`config.mk`:
```
export PLATFORM = sky130hd
export DESIGN_NAME = lsu_data_port
export DESIGN_NICKNAME = d
export VERILOG_FILES = /design/src/rtl/lsu_data_port.sv
export SDC_FILE = /design/constraint.sdc
export NUM_CORES = 1
export LEC_CHECK = 0
export ABC_AREA = 1
export ABC_CLOCK_PERIOD_IN_PS = 1500
export BUFFER_PORTS_ARGS = -buffer_cell sky130_fd_sc_hd__buf_2
export CORE_MARGIN = 2
export CORE_UTILIZATION = 44
export DETAILED_ROUTE_END_ITERATION = 10
export GPL_ROUTABILITY_DRIVEN = 0
export PLACE_DENSITY = 0.73
export SKIP_CTS_REPAIR_TIMING = 1
export SLEW_MARGIN = 15
export SYNTH_ARGS = -nofsm -noshare
export SYNTH_HDL_FRONTEND = slang
export SYNTH_SLANG_ARGS = --single-unit
export TNS_END_PERCENT = 5
```
`constraint.sdc`:
```
create_clock -name clk -period 1.5 [get_ports clk]
set_input_delay 0.075 -clock clk [delete_from_list [all_inputs] [get_ports clk]]
set_output_delay 0.075 -clock clk [all_outputs]
set_load 0.02 [all_outputs]
```
`src/rtl/lsu_data_port.sv`:
```
// Load/store data port: aligns stores onto byte lanes, extends loads,
// and stalls the pipeline while a memory transaction is in flight.
module lsu_data_port #(
  parameter int ADDR_W = 32,
  parameter int DATA_W = 32
) (
  input  logic              clk,
  input  logic              reset,
  input  logic              MemRead,
  input  logic              MemWrite,
  input  logic [2:0]        funct3,
  input  logic [ADDR_W-1:0] ALUResult,
  input  logic [DATA_W-1:0] WriteData,
  output logic [DATA_W-1:0] ReadData,
  output logic              Stall,
  output logic              MisalignErr,
  output logic              mem_req,
  output logic              mem_we,
  output logic [ADDR_W-1:0] mem_addr,
  output logic [3:0]        mem_be,
  output logic [DATA_W-1:0] mem_wdata,
  input  logic              mem_gnt,
  input  logic              mem_rvalid,
  input  logic [DATA_W-1:0] mem_rdata
);

  localparam logic [1:0] IDLE   = 2'd0;
  localparam logic [1:0] REQ    = 2'd1;
  localparam logic [1:0] WAIT_R = 2'd2;
  localparam logic [1:0] DONE   = 2'd3;

  logic [1:0]        state;
  logic [1:0]        state_nxt;
  logic              op;
  logic              legal;
  logic [1:0]        off;
  logic [3:0]        be_c;
  logic [DATA_W-1:0] wd_c;
  logic [2:0]        f3_q;
  logic [1:0]        off_q;
  logic [DATA_W-1:0] rsh;
  logic [DATA_W-1:0] ld_ext;

  assign op  = MemRead | MemWrite;
  assign off = ALUResult[1:0];

  always_comb begin
    legal = 1'b1;
    if (MemRead && MemWrite) begin
      legal = 1'b0;
    end else if (MemRead) begin
      case (funct3)
        3'b000, 3'b001, 3'b010,
        3'b100, 3'b101: legal = 1'b1;
        default:        legal = 1'b0;
      endcase
    end else if (MemWrite) begin
      legal = (funct3 <= 3'b010);
    end
    if (funct3[1:0] == 2'b01 && off[0])
      legal = 1'b0;
    if (funct3[1:0] == 2'b10 && off != 2'b00)
      legal = 1'b0;
  end

  always_comb begin
    be_c = 4'b1111;
    wd_c = WriteData;
    case (funct3[1:0])
      2'b00: begin
        be_c = 4'b0001 << off;
        wd_c = {4{WriteData[7:0]}};
      end
      2'b01: begin
        be_c = 4'b0011 << off;
        wd_c = {2{WriteData[15:0]}};
      end
      default: begin
        be_c = 4'b1111;
        wd_c = WriteData;
      end
    endcase
  end

  // byte/halfword of interest is shifted down to bit 0 first
  assign rsh = mem_rdata >> {off_q, 3'b000};

  always_comb begin
    case (f3_q)
      3'b000:  ld_ext = {{24{rsh[7]}}, rsh[7:0]};
      3'b001:  ld_ext = {{16{rsh[15]}}, rsh[15:0]};
      3'b100:  ld_ext = {24'd0, rsh[7:0]};
      3'b101:  ld_ext = {16'd0, rsh[15:0]};
      default: ld_ext = mem_rdata;
    endcase
  end

  always_comb begin
    state_nxt = state;
    unique case (state)
      IDLE:    if (op && legal) state_nxt = REQ;
      REQ:     if (mem_gnt) state_nxt = mem_we ? DONE : WAIT_R;
      WAIT_R:  if (mem_rvalid) state_nxt = DONE;
      DONE:    state_nxt = IDLE;
      default: state_nxt = IDLE;
    endcase
  end

  assign Stall = (state == IDLE && op && legal)
               | (state == REQ)
               | (state == WAIT_R);

  always_ff @(posedge clk) begin
    if (reset) begin
      state       <= IDLE;
      mem_req     <= 1'b0;
      mem_we      <= 1'b0;
      mem_addr    <= '0;
      mem_be      <= 4'b0000;
      mem_wdata   <= '0;
      ReadData    <= '0;
      MisalignErr <= 1'b0;
      f3_q        <= 3'b000;
      off_q       <= 2'b00;
    end else begin
      state       <= state_nxt;
      MisalignErr <= (state == IDLE) && op && !legal;
      if (state == IDLE && op && legal) begin
        mem_req   <= 1'b1;
        mem_we    <= MemWrite;
        mem_addr  <= {ALUResult[ADDR_W-1:2], 2'b00};
        mem_be    <= be_c;
        mem_wdata <= wd_c;
        f3_q      <= funct3;
        off_q     <= off;
      end else if (state == REQ && mem_gnt) begin
        mem_req <= 1'b0;
      end
      if (state == WAIT_R && mem_rvalid)
        ReadData <= ld_ext;
    end
  end

endmodule
```
==> impl_metrics.yaml <==
sta:
  max_freq_mhz: 637.6
  whs_ps: -8.170
  clock_skew_ps: 5.041
  grt_setup_unrepaired: "yes"
  setup_ws_ps: -68.42
  slew_violations: 0
  setup_viol: 1
  period_minus_slack_ps: 1568
  fin_crit_sh: 1.046
  hold_viol: 4
yosys:
  yosysTopAreaCellShare: 0.4224
  ys.flop_type: "dfxtp_1"
  synth_top_family_by_area: "simple AND/OR/NAND/NOR gates"
  synthAdderAreaFrac: 0.007333
  synthTopCellsByArea: "dfxtp_1 42%, nand2_1 18%, a21oi_1 10%"
  synthMuxAreaShare: 0
  synth_cells: 742
  synth-edff-count: 0
  synth_compound_area_frac: 0.2026
  ys_warn_count: 0
  synth.avg_cell_area_um2: 6.898
  synth_cell_types: 27
  synth-seq-cells: 108
  seq_area_frac_synth: 0.4224
  async_flop_share: 0
  synth_top_cell_by_area: "dfxtp_1"
  synthXorXnorAreaFrac: 0
  synthesis.area_um2: 5119
  synth-simple-area-share: 0.2733
die:
  coreArea_um2: 11370
  io_pins: 209
  initial_core_util: 0.4502
  core.rowCount: 39
  fp.dieH_um: 111.9
  die_w_um: 111.9
  die_area_um2: 12510
placement:
  portBuffers: 206
  placed_area_um2: 6402
  place_hpwl_um: 10640
  dp_cells: 1071
  dp_slack_ps: -46.34
run_status:
  violations: "negative hold slack, negative setup slack"
  status: "finished, violations left"
route:
  dr.pass1.iters: 4
  drcViolationCount: 0
  antenna_left: 0
  wl_per_cell_um: 13.74
  vias: 5586
  drtIter0Drc: 489
  avgViaCountPerCell: 4.988
  wirelength_um: 15390
grt:
  grt_use_met2: 0.3519
  grt_first_pass_wirelength_um: 23660
  grt_max_degree: 71
  grt-busiest-layer: "met2"
  antenna_found_initial: 0
  overflow: 0
  grt_use_met3: 0.07295
  grt.total_usage: 0.2285
  first_global_vias: 4909
  use_met1: 0.3075
setup_path:
  critPathKind: "register to output port"
  critPathSlowestCell: "dfxtp_2"
  worstPathMaxFanout: 4
  r2r_slack_ps: 0
  worstPathCellList: "inv_2 -> ha_4 -> inv_2 -> nor2_4 -> nand3_4 -> buf_8 -> nand3_4 -> buf_6"
  cp.arrival_ps: 1490
  end_kind: "output port"
  required_ps: 1420
  regToRegEndpoint: "mem_wdata[11]"
  cp-start-kind: "register"
  reg2reg_from: "state[1]"
  reg2reg_depth: 9
  max_stage_delay_ps: 340
job:
  maxCapViolations: 0
final_layout:
  final_area_um2: 7112
  drive_above_1_share: 0.3204
  layout_commonest_cell: "nand2_1"
  seqCellArea_um2: 2166
  multiInputGateArea_um2: 2546
  final_cells: 1120
  area_delta_synth_final_pct: 38.94
  antenna_cells: 0
  final_util: 0.6255
  layout_common_cells: "235 x nand2_1, 205 x buf_2, 105 x dfxtp_1, 101 x a21oi_1, 59 x nand3_1"
  fin_nets: 1081
  fillers: 1064
hold_path:
  min_from: "WriteData[0]"
  holdCritPathClass: "input port to register"
  hold_depth: 3
  whs_endpoint: "mem_wdata[0]"
pwr:
  irDropWorstVdd_v: 0.001038
  p_leak_nw: 3.500
  power_mw: 9.371
  power-per-cell-area_nw_per_um2: 1318
cts:
  cts_buffers: 9
  cts_root_buffer: "clkbuf_16"
  clk_pin_slew_worst_paths_ps: 70
  numClockSinks: 108
  worstSkewPairLatency_ps: 350
  tritoncts: "built"
  htreeDepth: 3
  clk_path_buf_depth: 2
-- per-stage QoR --
stage | TNS [ps] | hold WS [ps]
after floorplan | 0 | 211.3
after CTS | -1672 | -45.08
after global placement | -7.363 | 325.6
final | -68.42 | -8.170
after detailed placement | -516.3 | 330.2
after global routing | -3391 | 4.785
-- worst max-delay path by stage --
stage                  start            end  slack (ps)  cells past startpoint
global route        state[1]          Stall        -140                      8
detailed placement  state[0]  mem_wdata[11]         -50                      9
floorplan           state[0]   ReadData[26]           9                      8
finish              state[1]          Stall         -70                      8
global placement    state[0]       state[0]          -7                     10
CTS                 state[0]          Stall        -320                      8
-- kinds of logic after synthesis --
family | count (synthesis)
other | 1
flip-flops | 108
AO/OA/AOI/OAI | 187
adder cells (fa/ha/maj) | 3
buffers and inverters | 107
AND/OR/NAND/NOR | 336
-- sequential cells by signal, summed over array words and instances, names as in the netlist --
name and flops:
mem_req 1, MisalignErr 1, mem_we 1, mem_addr 30, ReadData 32, off_q 2
state 2, mem_wdata 32, f3_q 3, mem_be 4
-- layer usage --
layer	part of all wire	vias up	routed length [um]
met5	0	-	0
met4	0.023	0	348
met3	0.075	26	1147
met2	0.46	205	7137
met1	0.44	2468	6755
li1	-	2887	-
-- critical path: cells and delay by family (launching register included) --
kind          cells  cell delay (ps)
buf+inv           4              390
flops             1              340
simple gates      3              280
fa+ha+maj         1              140
-- report_power, final --
group	internal, mW	switching, mW	leakage [nW]
clock network	1.18	1.09	0.138
registers	3.32	0.246	0.881
logic	1.41	2.12	2.48
total	5.91	3.46	3.50
-- final cells by class --
cell class / count / area share
well taps: 143 / 0.02516
clock buffers: 11 / 0.03413
inverters: 53 / 0.02797
clock inverters: 4 / 0.004750
multi-input cells: 528 / 0.3580
repair buffers: 273 / 0.2454
flip-flops and latches: 108 / 0.3045
-- Yosys cell counts (4+ instances only) --
cell type	n
nand2_1	240
dfxtp_1	108
a21oi_1	104
nand3_1	60
o21ai_0	50
inv_1	49
clkbuf_1	24
o211ai_1	20
buf_2	16
nor2_1	12
a21oi_2	10
nand2_2	10
buf_4	9
or2_2	8
inv_2	4
Power figures use the tool's default switching activity.
